==> config.mk <==
export PLATFORM = sky130hd
export DESIGN_NAME = serial_subtractor
export DESIGN_NICKNAME = d
export VERILOG_FILES = /design/src/rtl/serial_subtractor.sv
export SDC_FILE = /design/constraint.sdc
export NUM_CORES = 1
export LEC_CHECK = 0
export BUFFER_PORTS_ARGS = -buffer_cell sky130_fd_sc_hd__buf_4
export CAP_MARGIN = 20
export CORE_MARGIN = 1
export CORE_UTILIZATION = 28
export CTS_CLUSTER_SIZE = 16
export DETAILED_ROUTE_END_ITERATION = 10
export MAX_ROUTING_LAYER = met4
export SYNTH_ARGS = -nofsm -noshare
export SYNTH_HDL_FRONTEND = slang
export SYNTH_SLANG_ARGS = --single-unit
==> constraint.sdc <==
create_clock -name clk -period 3.59 [get_ports clk]
set_input_delay 0.1795 -clock clk [delete_from_list [all_inputs] [get_ports clk]]
set_output_delay 0.1795 -clock clk [all_outputs]
set_load 0.01 [all_outputs]
==> src/rtl/serial_subtractor.sv <==
`default_nettype none
// ============================================================================
// Module   : serial_subtractor
// Purpose  : Bit-serial LSB-first a - b - bin over WIDTH cycles, start/done
//            handshake. Define ADD_MODE_EN for the optional sub/add select.
// Revision : 1.0 - initial release
// ============================================================================
module serial_subtractor #(
   parameter int WIDTH = 8
) (
   input  logic             clk,
   input  logic             rst_n,
   input  logic             start,
   input  logic [WIDTH-1:0] a,
   input  logic [WIDTH-1:0] b,
   input  logic             bin,
`ifdef ADD_MODE_EN
   input  logic             sub,
`endif
   output logic             busy,
   output logic             done,
   output logic [WIDTH-1:0] diff,
   output logic             bout
);

   localparam int CW = (WIDTH > 2) ? $clog2(WIDTH) : 1;
   localparam logic [CW-1:0] c_LAST = CW'(WIDTH - 1);

   typedef enum logic [1:0] {
      IDLE  = 2'd0,
      SHIFT = 2'd1,
      DONE  = 2'd2
   } state_t;

   state_t           r_state;
   state_t           w_state_nxt;
   logic [WIDTH-1:0] r_sa;
   logic [WIDTH-1:0] r_sb;
   logic             r_br;
   logic [CW-1:0]    r_cnt;
   logic [WIDTH-1:0] r_diff;
   logic             r_bout;
   logic             w_accept;
   logic             w_last;
   logic             w_d;
   logic             w_br_nxt;
   logic             w_br_sub;

   assign w_accept = (r_state == IDLE) && start;
   assign w_last   = (r_cnt == c_LAST);
   assign w_d      = r_sa[0] ^ r_sb[0] ^ r_br;
   assign w_br_sub = (~r_sa[0] & r_sb[0]) | (~(r_sa[0] ^ r_sb[0]) & r_br);

`ifdef ADD_MODE_EN
   logic r_sub;
   logic w_cy_add;

   assign w_cy_add = (r_sa[0] & r_sb[0]) | (r_br & (r_sa[0] ^ r_sb[0]));
   assign w_br_nxt = r_sub ? w_br_sub : w_cy_add;

   always_ff @(posedge clk or negedge rst_n) begin
      if (!rst_n) begin
         r_sub <= 1'b1;
      end else if (w_accept) begin
         r_sub <= sub;
      end
   end
`else
   assign w_br_nxt = w_br_sub;
`endif

   always_ff @(posedge clk or negedge rst_n) begin
      if (!rst_n) begin
         r_state <= IDLE;
      end else begin
         r_state <= w_state_nxt;
      end
   end

   always_comb begin
      w_state_nxt = r_state;
      case (r_state)
         IDLE:    if (start)  w_state_nxt = SHIFT;
         SHIFT:   if (w_last) w_state_nxt = DONE;
         DONE:    w_state_nxt = IDLE;
         default: w_state_nxt = IDLE;
      endcase
   end

   // Operands, borrow and result share one register block so the start
   // capture and the per-bit shift can never both update them.
   always_ff @(posedge clk or negedge rst_n) begin
      if (!rst_n) begin
         r_sa   <= '0;
         r_sb   <= '0;
         r_br   <= 1'b0;
         r_cnt  <= '0;
         r_diff <= '0;
         r_bout <= 1'b0;
      end else if (w_accept) begin
         r_sa   <= a;
         r_sb   <= b;
         r_br   <= bin;
         r_cnt  <= '0;
         r_diff <= '0;
         r_bout <= 1'b0;
      end else if (r_state == SHIFT) begin
         r_sa   <= {1'b0, r_sa[WIDTH-1:1]};
         r_sb   <= {1'b0, r_sb[WIDTH-1:1]};
         r_br   <= w_br_nxt;
         r_cnt  <= r_cnt + CW'(1);
         r_diff <= {w_d, r_diff[WIDTH-1:1]};
         if (w_last) begin
            r_bout <= w_br_nxt;
         end
      end
   end

   assign busy = (r_state != IDLE);
   assign done = (r_state == DONE);
   assign diff = r_diff;
   assign bout = r_bout;

endmodule
`default_nettype wire

-- Yosys cells after proc, flatten, opt, wreduce, memory -nomap -nowiden
Cells that the tools add are included.
- word-level logic and storage cells: 43
- input bits: 20
- output and inout port bits: 11
- bits in registers: 31
- add/subtract/negate cells: 1
- mux-type cells: 16
- reduce and logical (&&, ||, !) cells: 7
- bitwise gates (word level): 7
- equality and inequality tests: 5
- operators by type and width (kind ; number):
    8-bit two-way mux ; 6
    3-bit two-way mux ; 2
    2-bit nonzero test ; 3
    1-bit two-way mux ; 5
    2-bit two-way mux ; 2
    2-bit != test, second input constant ; 2
    2-bit case mux with 2 select lines ; 1
    2-bit AND reduction ; 2
    3-bit by 1-bit adder with 3-bit output, second input constant ; 1
    3-bit equality test, second input constant ; 1
    1-bit AND ; 2
    2-bit by 1-bit equality test with 1-bit output, second input constant ; 1
    2-bit equality test, second input constant ; 1
    2-bit zero test ; 1
    1-bit inverter ; 2
    1-bit XOR ; 2
    1-bit logical AND ; 1
    1-bit OR ; 1

-- Longest topological paths before layout
Gate-level depths: netlist of the first run.
- word-level depth: 7
- mapped depth: 5
- mapped depth without buffers: 5

-- Worst setup path after synthesis of the first run
OpenSTA, ideal clock, no wires.
- kind: register to register
- from: register r_sa[0]
- to: register r_bout (netlist: bout)
- buffers on the path: 0
- cell stages (with the launch flop): 3
- data required time: 3.486 ns
- arrival time: 1.084 ns
- slack: 2.403 ns
- period minus slack after synthesis: 1.187 ns
- cells stage by stage: dfrtp_1 > fa_1 > o311ai_1
- word-level cells in the longest chain between the ends: 7
- elaborated cells on any way between the ends: 9
- ends and longest elaborated chain (element ; RTL line ; RTL):
    from (decl) ; 37 ; logic [WIDTH-1:0] r_sa;
    from (signal assigned) ; 108 ; r_sa <= {1'b0, r_sa[WIDTH-1:1]};
    1-bit XOR ; 52 ; assign w_br_sub = (~r_sa[0] & r_sb[0]) | (~(r_sa[0] ^ r_sb[0]) & r_br);
    1-bit inverter ; 52 ;
    1-bit AND ; 52 ;
    1-bit OR (*) ; 52 ;
    1-bit two-way mux (*) ; 113 ; if (w_last) begin
    1-bit two-way mux (*) ; 107 ; end else if (r_state == SHIFT) begin
    1-bit two-way mux (*) ; 100 ; end else if (w_accept) begin
    to (signal assigned) ; 114 ; r_bout <= w_br_nxt;
    to (decl) ; 42 ; logic r_bout;
Every way passes the cells marked *; elsewhere a longest branch is shown, timed or not. The select of a mux whose other input is x is not followed.
A chain may end at the register's enable or synchronous reset.

-- Worst setup path after layout of the first run
- from: register r_state[1]
- to: output done
- word-level cells in the longest chain between the ends: 1
- ends and longest elaborated chain (element ; RTL line ; RTL):
    from (decl) ; 35 ; state_t r_state;
    from (signal assigned) ; 76 ; r_state <= w_state_nxt;
    2-bit equality test ; 120 ; assign done = (r_state == DONE);
    to (decl) ; 21 ; output logic done,
Every way passes these cells.

==> impl_results.html, run 1 <==
<table>
<tr><th>Metric</th><th>Value</th></tr>
<tr><th colspan="2">Clock network</th></tr>
<tr><td>Clock buffers created by TritonCTS</td><td>5</td></tr>
<tr><td>Worst skew pair latency</td><td>0.28 ns</td></tr>
<tr><td>Count of H-tree levels built during CTS</td><td>2</td></tr>
<tr><td>Worst-case clock buffer depth</td><td>2</td></tr>
<tr><td>Clock slew at reported path FFs</td><td>0.06 ns</td></tr>
<tr><td>Count of hold-fix buffers inserted at cts</td><td>1</td></tr>
<tr><td>Post-CTS resize count</td><td>0</td></tr>
<tr><td>CTS tree</td><td>built</td></tr>
<tr><td>Post CTS Setup Buffer Count</td><td>0</td></tr>
<tr><td>Clk sinks</td><td>31</td></tr>
<tr><td>Cell at the root of the clock tree</td><td>sky130_fd_sc_hd__clkbuf_8</td></tr>
<tr><th colspan="2">Logic synthesis</th></tr>
<tr><td>Distinct cell type count of the synthesized netlist</td><td>27</td></tr>
<tr><td>Number of enable flip-flop cells after synthesis</td><td>0</td></tr>
<tr><td>Synthesized area per cell</td><td>11.5 µm²</td></tr>
<tr><td>Netlist Area Pre-Place</td><td>0.00140 mm²</td></tr>
<tr><td>Flops &amp; latches, synth</td><td>31</td></tr>
<tr><td>Yosys warns</td><td>0</td></tr>
<tr><td>Gate count of the mapped netlist</td><td>122</td></tr>
<tr><td>Most frequently used flop master after synthesis</td><td>sky130_fd_sc_hd__dfrtp_1</td></tr>
<tr><td>Sequential share of the synthesized area</td><td>55.3%</td></tr>
<tr><td>Async set-reset flop share out of synthesis</td><td>100%</td></tr>
<tr><td>Mapped Nets</td><td>145</td></tr>
<tr><th colspan="2">Drt</th></tr>
<tr><td>Via total after detailed routing</td><td>1064</td></tr>
<tr><td>Highest metal layer with signal wires</td><td>met4</td></tr>
<tr><td>Starting DRC count in detailed routing</td><td>33</td></tr>
<tr><td>Remaining routing DRC violations</td><td>0</td></tr>
<tr><td>Met1 wire length</td><td>1.49 mm</td></tr>
<tr><td>Drt total wl</td><td>3.20 mm</td></tr>
<tr><td>Routed wire length on met3</td><td>186 µm</td></tr>
<tr><td>Wire length per cell</td><td>14.6 µm</td></tr>
<tr><td>Routed length on met2</td><td>1.47 mm</td></tr>
<tr><td>First-pass iteration count of the detailed router</td><td>4</td></tr>
<tr><td>Count of nets left with antenna violations after detail routing</td><td>0</td></tr>
<tr><td>Drt via density</td><td>4.84</td></tr>
<tr><th colspan="2">Power</th></tr>
<tr><td>Worst IR drop on VDD</td><td>0.000418 V</td></tr>
<tr><td>Post-layout power</td><td>1.51 mW</td></tr>
<tr><td>Pwr Density</td><td>866 mW/mm²</td></tr>
<tr><td>Leakage component of the power</td><td>0.785 nW</td></tr>
<tr><th colspan="2">STA</th></tr>
<tr><td>Final hold violation count</td><td>0</td></tr>
<tr><td>Setup TNS</td><td>0 ns</td></tr>
<tr><td>Unrepaired setup endpoints after global routing</td><td>no</td></tr>
<tr><td>Share of the cycle needed by the critical path after routing</td><td>47.2%</td></tr>
<tr><td>Fin crit period</td><td>1.70 ns</td></tr>
<tr><td>Worst setup skew after layout</td><td>0.00597 ns</td></tr>
<tr><td>Slew headroom</td><td>58.7%</td></tr>
<tr><td>Max-slew violation total from the final report</td><td>0</td></tr>
<tr><td>Final setup vio count</td><td>0</td></tr>
<tr><td>Highest clock rate</td><td>0.590 GHz</td></tr>
<tr><td>Min setup slack post-route</td><td>1.89 ns</td></tr>
<tr><td>Transition time of the tightest slew-check pin</td><td>0.620 ns</td></tr>
<tr><th colspan="2">Job</th></tr>
<tr><td>Total of max-cap violations</td><td>0</td></tr>
<tr><th colspan="2">Worst setup path</th></tr>
<tr><td>Type of origin of the critical path</td><td>flop</td></tr>
<tr><td>Launch instance of the worst register-to-register path</td><td>r_state[0]$_DFFE_PN0P_</td></tr>
<tr><td>Crit-path slowest cell</td><td>sky130_fd_sc_hd__dfrtp_1</td></tr>
<tr><td>Maximum cell stage delay along the critical path</td><td>0.48 ns</td></tr>
<tr><td>Startpoint of the most critical setup path</td><td>r_state[1]$_DFFE_PN0P_</td></tr>
<tr><td>Worst-path fanout max</td><td>16</td></tr>
<tr><td>Arrival time at the worst endpoint</td><td>1.52 ns</td></tr>
<tr><td>Setup crit end kind</td><td>primary output</td></tr>
<tr><td>Data required time at the worst endpoint</td><td>3.41 ns</td></tr>
<tr><td>Cell breakdown of the critical path</td><td>inv_1, nor2_1, buf_4</td></tr>
<tr><td>Critical setup path kind</td><td>flop to primary output</td></tr>
<tr><th colspan="2">Floorplan</th></tr>
<tr><td>Std-Cell Core Area</td><td>0.00479 mm²</td></tr>
<tr><td>Die outline height</td><td>72.8 µm</td></tr>
<tr><td>X dimension of the die</td><td>72.8 µm</td></tr>
<tr><td>IO Count</td><td>31</td></tr>
<tr><td>Initial cell density of the core</td><td>29.3%</td></tr>
<tr><td>Floorplan die area</td><td>0.00530 mm²</td></tr>
<tr><td>Core Rows</td><td>25</td></tr>
<tr><th colspan="2">Placed design</th></tr>
<tr><td>Port bufs</td><td>30</td></tr>
<tr><td>Weighted congestion at the end of routability-driven global placement</td><td>0.780</td></tr>
<tr><td>Half-perimeter wire length of the detailed placement result</td><td>2.20 mm</td></tr>
<tr><td>Worst slack at placement</td><td>2.06 ns</td></tr>
<tr><td>Placed instance count</td><td>211</td></tr>
<tr><th colspan="2">GRT</th></tr>
<tr><td>Antenna violations before repair</td><td>0</td></tr>
<tr><td>All-Layer GR Usage</td><td>13.8%</td></tr>
<tr><td>Pin count of the biggest net entering global routing</td><td>32</td></tr>
<tr><td>Wire length of the first global-routing pass</td><td>5.21 mm</td></tr>
<tr><td>Global route total overflow</td><td>0</td></tr>
<tr><td>Vias in the first global route</td><td>1053</td></tr>
<tr><th colspan="2">Min path</th></tr>
<tr><td>Start point of the worst hold path</td><td>b[7]</td></tr>
<tr><td>Worst hold-check path type</td><td>input pin to flop</td></tr>
<tr><th colspan="2">Layout</th></tr>
<tr><td>Area occupied by registers</td><td>776 µm²</td></tr>
<tr><td>Number of filler cells placed in the layout</td><td>479</td></tr>
<tr><td>Fraction of layout cells with a size suffix above 1</td><td>31.4%</td></tr>
<tr><td>Final net count</td><td>175</td></tr>
<tr><td>Footprint of the multi-input gates</td><td>527 µm²</td></tr>
<tr><td>Non-filler cells in the finished layout</td><td>220</td></tr>
<tr><td>Synth-to-Final Area Change</td><td>24.4%</td></tr>
<tr><td>Antenna cells</td><td>0</td></tr>
<tr><th colspan="2">Status</th></tr>
<tr><td>Run status</td><td>finished clean</td></tr>
</table>
## kinds of logic (layout without fill, tap and decap cells)
family / Yosys count / after routing / synth area share, %
compound gates: 45 / 45 / 24.4
flops: 31 / 31 / 55.3
simple gates: 29 / 29 / 9.89
buf+inv: 14 / 45 / 7.22
fa+ha+maj: 3 / 3 / 3.21
## state kept, by name, summed over array words and instances (netlist names)
signal	count
r_state	2
diff	8
r_sb	8
r_cnt	3
bout	1
r_sa	8
r_br	1
## layout by cell type (no fill, tap or decap), types with 2 or more instances in the layout
cell type	netlist	routed
sky130_fd_sc_hd__a21oi_1	11	11
sky130_fd_sc_hd__a21oi_2	3	3
sky130_fd_sc_hd__a22o_1	10	10
sky130_fd_sc_hd__a32o_1	2	2
sky130_fd_sc_hd__buf_4	2	30
sky130_fd_sc_hd__clkbuf_8	0	7
sky130_fd_sc_hd__dfrtp_1	31	31
sky130_fd_sc_hd__ha_1	2	2
sky130_fd_sc_hd__inv_1	5	5
sky130_fd_sc_hd__nand2_1	2	2
sky130_fd_sc_hd__nand2b_1	2	2
sky130_fd_sc_hd__nor2_1	17	17
sky130_fd_sc_hd__nor3_1	3	3
sky130_fd_sc_hd__nor4b_1	2	2
sky130_fd_sc_hd__o22ai_1	11	11
sky130_fd_sc_hd__o22ai_2	3	3
## power breakdown
group | total, mW | leakage (nW) | internal, mW | switching, mW
clock network | 0.297 | 0.0515 | 0.175 | 0.122
logic | 0.588 | 0.354 | 0.299 | 0.288
registers | 0.628 | 0.379 | 0.508 | 0.120
total | 1.51 | 0.785 | 0.982 | 0.531
## Yosys cell counts (all sizes together), types with 2 or more instances
cell | instances | area [µm²]
dfrtp | 31 | 776
nor2 | 18 | 75.1
a21oi | 14 | 81.3
o22ai | 14 | 106
a22o | 10 | 87.6
buf | 8 | 76.3
inv | 6 | 25.0
nor3 | 3 | 15.0
a32o | 2 | 20.0
ha | 2 | 25.0
nand2 | 2 | 7.51
nand2b | 2 | 12.5
nor4b | 2 | 17.5
## layout make-up
cell class                 instances  share of cell area [%]
timing repair buffer              31                    13.5
sequential                        31                    44.4
multi-input combinational         77                    30.2
clock buffer                       8                    5.73
tap                               67                    4.80
inverter                           6                    1.43
## stage by stage
step                      hold WS (ns)  util, %  cell area [µm²]
after floorplan                 -0.116        -             1400
after global placement           0.128     34.2             1640
after detailed placement         0.139     34.2             1640
after CTS                        0.143     36.5             1750
after global routing             0.155     36.5             1750
final                            0.149     36.5             1750
## worst paths after layout
path,depth (start not counted),to,slack [ns]
max reg2reg,3,r_sb[2]$_DFFE_PN0P_,2.06
max in group asynchronous,2,r_state[1]$_DFFE_PN0P_,2.93
min,2,r_sb[7]$_DFFE_PN0P_,0.15
max,3,done,1.89
min in group asynchronous,2,r_sb[4]$_DFFE_PN0P_,0.37
min reg2reg,1,r_sa[7]$_DFFE_PN0P_,0.49
## routing by layer
layer	GRT usage, %	vias up
met5	-	-
met3	4.42	8
li1	-	503
met2	20.2	29
met1	17.6	524
met4	5.88	0
## worst max-delay path, delay by kind of cell (launching register included)
kind | cells | cell delay, ns
flops | 1 | 0.48
simple gates | 1 | 0.11
buf+inv | 2 | 0.64
Note: power is estimated with default switching activity, not from simulation.
==> run 2, diff against run 1 <==
==> constraint.sdc (replaced) <==
create_clock -name clk -period 1.7 [get_ports clk]
set_input_delay 0.085 -clock clk [delete_from_list [all_inputs] [get_ports clk]]
set_output_delay 0.085 -clock clk [all_outputs]
set_load 0.01 [all_outputs]
==> run 2 against run 1 <==
Compared with the run above:
- via count barely moved
- die area unchanged
- register-to-register slack got worse by 1.7 ns
- combinational power increased by 120%
- clock skew down 0.0024 ns
- critical path depth increased by 1
- clock power increased to 2.5 times the previous value
- non-clock buffer count rose by 3
- clock-buffer cell count shrank 2
- largest cell class unchanged
- largest power group unchanged
==> impl_results.html, run 2 (synthesis gave the netlist of run 1 again) <==
<table>
<tr><th>Metric</th><th>Value</th></tr>
<tr><th colspan="2">STA</th></tr>
<tr><td>Final setup vio count</td><td>0</td></tr>
<tr><td>Slew headroom</td><td>64.5%</td></tr>
<tr><td>Highest clock rate</td><td>0.656 GHz</td></tr>
<tr><td>Fin crit period</td><td>1.53 ns</td></tr>
<tr><td>Final hold violation count</td><td>0</td></tr>
<tr><td>Transition time of the tightest slew-check pin</td><td>0.533 ns</td></tr>
<tr><td>Unrepaired setup endpoints after global routing</td><td>no</td></tr>
<tr><td>Max-slew violation total from the final report</td><td>0</td></tr>
<tr><td>Worst setup skew after layout</td><td>0.00357 ns</td></tr>
<tr><td>Share of the cycle needed by the critical path after routing</td><td>89.7%</td></tr>
<tr><td>Setup TNS</td><td>0 ns</td></tr>
<tr><th colspan="2">Worst setup path</th></tr>
<tr><td>Worst-path fanout max</td><td>13</td></tr>
<tr><td>Most Frequent Cell on Critical Path</td><td>sky130_fd_sc_hd__buf_4</td></tr>
<tr><td>Maximum cell stage delay along the critical path</td><td>0.53 ns</td></tr>
<tr><td>Arrival time at the worst endpoint</td><td>1.44 ns</td></tr>
<tr><td>Data required time at the worst endpoint</td><td>1.62 ns</td></tr>
<tr><td>Type of origin of the critical path</td><td>flop</td></tr>
<tr><td>Critical setup path kind</td><td>flop to primary output</td></tr>
<tr><td>Kind of cell with the highest combined delay on the critical path</td><td>flip-flops</td></tr>
<tr><td>Setup crit end kind</td><td>primary output</td></tr>
<tr><td>Buffer and inverter count on the worst path</td><td>3</td></tr>
<tr><td>Crit-path slowest cell</td><td>sky130_fd_sc_hd__dfrtp_1</td></tr>
<tr><td>Cell breakdown of the critical path</td><td>inv_1, buf_4, nor2_1, buf_4</td></tr>
<tr><th colspan="2">Clock network</th></tr>
<tr><td>Cell at the root of the clock tree</td><td>sky130_fd_sc_hd__clkbuf_8</td></tr>
<tr><td>CTS tree</td><td>built</td></tr>
<tr><td>Clk sinks</td><td>31</td></tr>
<tr><td>Worst skew pair latency</td><td>0.28 ns</td></tr>
<tr><td>Clock slew at reported path FFs</td><td>0.07 ns</td></tr>
<tr><td>Worst-case clock buffer depth</td><td>2</td></tr>
<tr><td>Clock buffers created by TritonCTS</td><td>5</td></tr>
<tr><td>Count of H-tree levels built during CTS</td><td>2</td></tr>
<tr><th colspan="2">Job</th></tr>
<tr><td>Total of max-cap violations</td><td>0</td></tr>
<tr><th colspan="2">Floorplan</th></tr>
<tr><td>Floorplan die area</td><td>0.00530 mm²</td></tr>
<tr><td>Initial cell density of the core</td><td>29.3%</td></tr>
<tr><td>Std-Cell Core Area</td><td>0.00479 mm²</td></tr>
<tr><td>X dimension of the die</td><td>72.8 µm</td></tr>
<tr><td>IO Count</td><td>31</td></tr>
<tr><td>Core Rows</td><td>25</td></tr>
<tr><td>Die outline height</td><td>72.8 µm</td></tr>
<tr><th colspan="2">Layout</th></tr>
<tr><td>Footprint of the multi-input gates</td><td>527 µm²</td></tr>
<tr><td>Synth-to-Final Area Change</td><td>27.3%</td></tr>
<tr><td>Most common cell after layout, fill and taps aside</td><td>sky130_fd_sc_hd__buf_4</td></tr>
<tr><td>Final net count</td><td>178</td></tr>
<tr><td>Antenna cells</td><td>0</td></tr>
<tr><td>Highest-count cells in the layout ignoring fill and taps</td><td>sky130_fd_sc_hd__buf_4 (33), sky130_fd_sc_hd__dfrtp_1 (31), sky130_fd_sc_hd__nor2_1 (17), sky130_fd_sc_hd__a21oi_1 (11), sky130_fd_sc_hd__o22ai_1 (11)</td></tr>
<tr><td>Fraction of layout cells with a size suffix above 1</td><td>33.3%</td></tr>
<tr><td>Area occupied by registers</td><td>776 µm²</td></tr>
<tr><td>Number of filler cells placed in the layout</td><td>473</td></tr>
<tr><td>Non-filler cells in the finished layout</td><td>223</td></tr>
<tr><th colspan="2">GRT</th></tr>
<tr><td>Antenna violations before repair</td><td>0</td></tr>
<tr><td>Pin count of the biggest net entering global routing</td><td>32</td></tr>
<tr><td>All-Layer GR Usage</td><td>13.9%</td></tr>
<tr><td>Wire length of the first global-routing pass</td><td>5.29 mm</td></tr>
<tr><td>Global route total overflow</td><td>0</td></tr>
<tr><td>Vias in the first global route</td><td>1110</td></tr>
<tr><th colspan="2">Drt</th></tr>
<tr><td>Via total after detailed routing</td><td>1063</td></tr>
<tr><td>Drt total wl</td><td>3.18 mm</td></tr>
<tr><td>First-pass iteration count of the detailed router</td><td>4</td></tr>
<tr><td>Remaining routing DRC violations</td><td>0</td></tr>
<tr><td>Drt via density</td><td>4.77</td></tr>
<tr><td>Wire length per cell</td><td>14.3 µm</td></tr>
<tr><td>Starting DRC count in detailed routing</td><td>85</td></tr>
<tr><td>Count of nets left with antenna violations after detail routing</td><td>0</td></tr>
<tr><th colspan="2">Placed design</th></tr>
<tr><td>Weighted congestion at the end of routability-driven global placement</td><td>0.836</td></tr>
<tr><td>Placed instance count</td><td>214</td></tr>
<tr><td>Half-perimeter wire length of the detailed placement result</td><td>2.23 mm</td></tr>
<tr><td>Port bufs</td><td>30</td></tr>
<tr><th colspan="2">Power</th></tr>
<tr><td>Worst IR drop on VDD</td><td>0.000812 V</td></tr>
<tr><td>Leakage component of the power</td><td>0.808 nW</td></tr>
<tr><td>Pwr Density</td><td>1870 mW/mm²</td></tr>
<tr><th colspan="2">Status</th></tr>
<tr><td>Run status</td><td>finished clean</td></tr>
<tr><th colspan="2">Min path</th></tr>
<tr><td>Worst hold-check path type</td><td>input pin to flop</td></tr>
</table>
run 2: worst paths after layout:
kind	depth (start not counted)	end	slack (ns)	from
setup / recovery	4	done	0.17	r_state[1]$_DFFE_PN0P_
hold / removal	2	r_sa[7]$_DFFE_PN0P_	0.06	a[7]
setup reg to reg	3	bout$_DFFE_PN0P_	0.41	r_sb[0]$_DFFE_PN0P_
hold reg to reg	1	r_cnt[0]$_DFFE_PN0P_	0.50	r_cnt[0]$_DFFE_PN0P_
max in group asynchronous	2	diff[7]$_DFFE_PN0P_	1.14	rst_n
min in group asynchronous	2	r_sb[3]$_DFFE_PN0P_	0.27	rst_n
run 2: power breakdown:
part | total, mW | leakage, nW | internal [mW] | switching (mW)
clock | 0.749 | 0.0612 | 0.474 | 0.275
sequential | 1.31 | 0.379 | 1.07 | 0.242
combinational | 1.27 | 0.368 | 0.653 | 0.618
total | 3.33 | 0.808 | 2.20 | 1.13
run 2: cell type report:
| cell class | count | share of cell area (%) |
|---|---|---|
| clock buffer | 6 | 4.62 |
| clock inverter | 2 | 1.96 |
| inverter | 6 | 1.40 |
| multi-input combinational | 77 | 29.5 |
| sequential | 31 | 43.4 |
| tap | 67 | 4.69 |
| timing repair buffer | 34 | 14.4 |
run 2: what timing repair did:
item | CTS | global route
setup buffers | 0 | 0
hold buffers | 1 | 0
endpoints found under the hold margin | 31 | 0
resized for setup | 0 | 0
setup endpoints to repair | 0 | 0
run 2: stage by stage:
stage | total power, mW | utilization [%] | hold WS (ns) | instance area [µm²] | setup WS [ns]
floorplan | 2.24 | - | -0.211 | 1400 | 0.513
global placement | 2.54 | 34.7 | 0.0360 | 1660 | 0.471
detailed placement | 2.61 | 34.7 | 0.0471 | 1660 | 0.430
CTS | 3.37 | 37.3 | 0.0472 | 1790 | 0.178
global route | 3.57 | 37.3 | 0.0458 | 1790 | 0.0893
finish | 3.33 | 37.3 | 0.0555 | 1790 | 0.175
run 2: layer usage:
layer / routed length (µm) / up-vias / GRT usage, %
met5: 0 / - / -
met2: 1470 / 32 / 21.0
met3: 161 / 2 / 4.14
li1: - / 508 / -
met4: 21 / 0 / 4.58
met1: 1530 / 521 / 17.8
run 2: worst reg2reg max path, cell delays in order (launching register included):
cell	delay (ns)
sky130_fd_sc_hd__dfrtp_1	0.38
sky130_fd_sc_hd__inv_1	0.08
sky130_fd_sc_hd__fa_1	0.43
sky130_fd_sc_hd__o311ai_1	0.30
==> run 3, diff against run 2 <==
--- a/config.mk
+++ b/config.mk
@@ -7,11 +7,14 @@
 export LEC_CHECK = 0
 export BUFFER_PORTS_ARGS = -buffer_cell sky130_fd_sc_hd__buf_4
 export CAP_MARGIN = 20
+export CELL_PAD_IN_SITES_DETAIL_PLACEMENT = 2
+export CELL_PAD_IN_SITES_GLOBAL_PLACEMENT = 2
 export CORE_MARGIN = 1
 export CORE_UTILIZATION = 28
 export CTS_CLUSTER_SIZE = 16
 export DETAILED_ROUTE_END_ITERATION = 10
 export MAX_ROUTING_LAYER = met4
+export PLACE_DENSITY_LB_ADDON = 0.1
 export SYNTH_ARGS = -nofsm -noshare
 export SYNTH_HDL_FRONTEND = slang
 export SYNTH_SLANG_ARGS = --single-unit
==> run 3 against run 2 <==
Compared with the run above:
- clock-buffer cell count did not move
- sequential share of layout area shrank 0.18 points
- clock power grew 0.7%
- first-iteration DRC count fell by 79%
- non-clock buffer count rose by 1
- maximum frequency up 10%
- via count is 1.4% higher
- critical path depth shrank 1
- largest cell class unchanged
==> impl_results.html, run 3 (synthesis gave the netlist of run 1 again) <==
<table>
<tr><th>Metric</th><th>Value</th></tr>
<tr><th colspan="2">Power</th></tr>
<tr><td>Pwr Density</td><td>1890 mW/mm²</td></tr>
<tr><td>Worst IR drop on VDD</td><td>0.000774 V</td></tr>
<tr><td>Leakage component of the power</td><td>0.814 nW</td></tr>
<tr><th colspan="2">Drt</th></tr>
<tr><td>Drt via density</td><td>4.81</td></tr>
<tr><td>Drt total wl</td><td>3.64 mm</td></tr>
<tr><td>Via total after detailed routing</td><td>1078</td></tr>
<tr><td>Remaining routing DRC violations</td><td>0</td></tr>
<tr><td>Wire length per cell</td><td>16.2 µm</td></tr>
<tr><td>Count of nets left with antenna violations after detail routing</td><td>0</td></tr>
<tr><td>First-pass iteration count of the detailed router</td><td>3</td></tr>
<tr><td>Starting DRC count in detailed routing</td><td>18</td></tr>
<tr><th colspan="2">Clock network</th></tr>
<tr><td>Clk sinks</td><td>31</td></tr>
<tr><td>Post-CTS resize count</td><td>0</td></tr>
<tr><td>CTS tree</td><td>built</td></tr>
<tr><td>Post CTS Setup Buffer Count</td><td>0</td></tr>
<tr><td>Count of hold-fix buffers inserted at cts</td><td>1</td></tr>
<tr><td>Worst-case clock buffer depth</td><td>2</td></tr>
<tr><td>Clock slew at reported path FFs</td><td>0.07 ns</td></tr>
<tr><td>Clock buffers created by TritonCTS</td><td>5</td></tr>
<tr><td>Count of H-tree levels built during CTS</td><td>2</td></tr>
<tr><td>Worst skew pair latency</td><td>0.28 ns</td></tr>
<tr><td>Cell at the root of the clock tree</td><td>sky130_fd_sc_hd__clkbuf_8</td></tr>
<tr><th colspan="2">Worst setup path</th></tr>
<tr><td>Length in cells of the worst reg-to-reg path</td><td>3</td></tr>
<tr><td>Critical setup path kind</td><td>flop to primary output</td></tr>
<tr><td>Cell breakdown of the critical path</td><td>nor2_1, inv_1, buf_4</td></tr>
<tr><td>Type of origin of the critical path</td><td>flop</td></tr>
<tr><td>Kind of cell with the highest combined delay on the critical path</td><td>flip-flops</td></tr>
<tr><td>Crit-path slowest cell</td><td>sky130_fd_sc_hd__dfrtp_1</td></tr>
<tr><td>Startpoint of the most critical setup path</td><td>r_state[0]$_DFFE_PN0P_</td></tr>
<tr><td>Endpoint of the lowest-slack register-to-register path</td><td>r_cnt[2]$_DFFE_PN0P_</td></tr>
<tr><td>Stages on the worst setup path</td><td>3</td></tr>
<tr><td>Setup crit end kind</td><td>primary output</td></tr>
<tr><td>Buffer and inverter count on the worst path</td><td>2</td></tr>
<tr><td>Endpoint of the worst setup timing path</td><td>busy</td></tr>
<tr><td>Maximum cell stage delay along the critical path</td><td>0.53 ns</td></tr>
<tr><td>Launch instance of the worst register-to-register path</td><td>r_state[0]$_DFFE_PN0P_</td></tr>
<tr><td>Setup slack, reg-to-reg</td><td>0.36 ns</td></tr>
<tr><td>Arrival time at the worst endpoint</td><td>1.30 ns</td></tr>
<tr><td>Data required time at the worst endpoint</td><td>1.62 ns</td></tr>
<tr><td>Worst-path fanout max</td><td>12</td></tr>
<tr><th colspan="2">Floorplan</th></tr>
<tr><td>Std-Cell Core Area</td><td>0.00479 mm²</td></tr>
<tr><td>Core Rows</td><td>25</td></tr>
<tr><td>X dimension of the die</td><td>72.8 µm</td></tr>
<tr><td>Floorplan die area</td><td>0.00530 mm²</td></tr>
<tr><td>Die outline height</td><td>72.8 µm</td></tr>
<tr><td>IO Count</td><td>31</td></tr>
<tr><td>Initial cell density of the core</td><td>29.3%</td></tr>
<tr><th colspan="2">GRT</th></tr>
<tr><td>All-Layer GR Usage</td><td>16.1%</td></tr>
<tr><td>Global route total overflow</td><td>0</td></tr>
<tr><td>Wire length of the first global-routing pass</td><td>6.25 mm</td></tr>
<tr><td>Antenna violations before repair</td><td>0</td></tr>
<tr><td>Vias in the first global route</td><td>1275</td></tr>
<tr><td>Pin count of the biggest net entering global routing</td><td>32</td></tr>
<tr><th colspan="2">STA</th></tr>
<tr><td>Unrepaired setup endpoints after global routing</td><td>no</td></tr>
<tr><td>Worst setup skew after layout</td><td>0.00560 ns</td></tr>
<tr><td>Setup TNS</td><td>0 ns</td></tr>
<tr><td>Max-slew violation total from the final report</td><td>0</td></tr>
<tr><td>Final setup vio count</td><td>0</td></tr>
<tr><td>Slew headroom</td><td>72.4%</td></tr>
<tr><td>Fin crit period</td><td>1.38 ns</td></tr>
<tr><td>Highest clock rate</td><td>0.723 GHz</td></tr>
<tr><td>Final hold violation count</td><td>0</td></tr>
<tr><td>Share of the cycle needed by the critical path after routing</td><td>81.3%</td></tr>
<tr><td>Transition time of the tightest slew-check pin</td><td>0.414 ns</td></tr>
<tr><td>Min setup slack post-route</td><td>0.318 ns</td></tr>
<tr><th colspan="2">Layout</th></tr>
<tr><td>Synth-to-Final Area Change</td><td>27.8%</td></tr>
<tr><td>Final Cell Area</td><td>0.00179 mm²</td></tr>
<tr><td>Core occupancy in the finished layout</td><td>37.5%</td></tr>
<tr><td>Highest-count cells in the layout ignoring fill and taps</td><td>sky130_fd_sc_hd__buf_4 (34), sky130_fd_sc_hd__dfrtp_1 (31), sky130_fd_sc_hd__nor2_1 (17), sky130_fd_sc_hd__a21oi_1 (11), sky130_fd_sc_hd__o22ai_1 (11)</td></tr>
<tr><td>Final net count</td><td>179</td></tr>
<tr><td>Fraction of layout cells with a size suffix above 1</td><td>33.8%</td></tr>
<tr><td>Most common cell after layout, fill and taps aside</td><td>sky130_fd_sc_hd__buf_4</td></tr>
<tr><td>Antenna cells</td><td>0</td></tr>
<tr><td>Non-filler cells in the finished layout</td><td>224</td></tr>
<tr><th colspan="2">Job</th></tr>
<tr><td>Total of max-cap violations</td><td>0</td></tr>
<tr><th colspan="2">Placed design</th></tr>
<tr><td>Weighted congestion at the end of routability-driven global placement</td><td>0.739</td></tr>
<tr><td>Total placed instance area</td><td>0.00167 mm²</td></tr>
<tr><td>Placed instance count</td><td>215</td></tr>
<tr><td>Port bufs</td><td>30</td></tr>
<tr><td>Half-perimeter wire length of the detailed placement result</td><td>2.57 mm</td></tr>
<tr><td>Worst slack at placement</td><td>0.343 ns</td></tr>
<tr><th colspan="2">Min path</th></tr>
<tr><td>Worst Hold Path Cells</td><td>2</td></tr>
<tr><td>Worst hold-check path type</td><td>input pin to flop</td></tr>
<tr><th colspan="2">Status</th></tr>
<tr><td>Run status</td><td>finished clean</td></tr>
</table>
## run 3: power by group
| group | leakage (nW) | switching, mW | internal (mW) | total [mW] |
|---|---|---|---|---|
| Clock | 0.0612 | 0.280 | 0.474 | 0.754 |
| Sequential | 0.379 | 0.258 | 1.07 | 1.33 |
| Combinational | 0.373 | 0.642 | 0.671 | 1.31 |
## run 3: final cells by class
class / count / area [µm²]
Clock inverter: 2 / 35.0
Inverter: 6 / 25.0
Tap cell: 67 / 83.8
Timing Repair Buffer: 35 / 265
Multi-Input combinational cell: 77 / 527
Clock buffer: 6 / 82.6
Sequential cell: 31 / 776
Fill cell: 531 / 2990
## run 3: how the worst min path moves through the flow
stage / startpoint / endpoint / slack (ns)
after floorplan: rst_n / bout$_DFFE_PN0P_ / -0.21
after global placement: rst_n / r_sa[2]$_DFFE_PN0P_ / 0.05
after detailed placement: rst_n / r_sa[2]$_DFFE_PN0P_ / 0.05
after CTS: a[7] / r_sa[7]$_DFFE_PN0P_ / 0.07
after global routing: a[7] / r_sa[7]$_DFFE_PN0P_ / 0.08
final: a[7] / r_sa[7]$_DFFE_PN0P_ / 0.07
## run 3: stage by stage
stage | power, mW | hold WS, ns
detailed placement | 2.69 | 0.0526
global placement | 2.62 | 0.0489
global route | 3.67 | 0.0758
floorplan | 2.24 | -0.211
finish | 3.40 | 0.0725
CTS | 3.47 | 0.0668
## run 3: worst register-to-register path, stage by stage, from the launching register on
cell                      delay, ns
sky130_fd_sc_hd__dfrtp_1       0.60
sky130_fd_sc_hd__inv_4         0.16
sky130_fd_sc_hd__nor2_4        0.31
sky130_fd_sc_hd__a22o_1        0.21
## run 3: per-layer routing
layer / share of wire (%) / track usage (%) / vias up / routed length, µm
li1: - / - / 509 / -
met1: 46 / 19.7 / 550 / 1660
met2: 51 / 27.4 / 17 / 1870
met3: 2.6 / 3.31 / 2 / 93
met4: 0.47 / 3.92 / 0 / 17
met5: 0 / - / - / 0
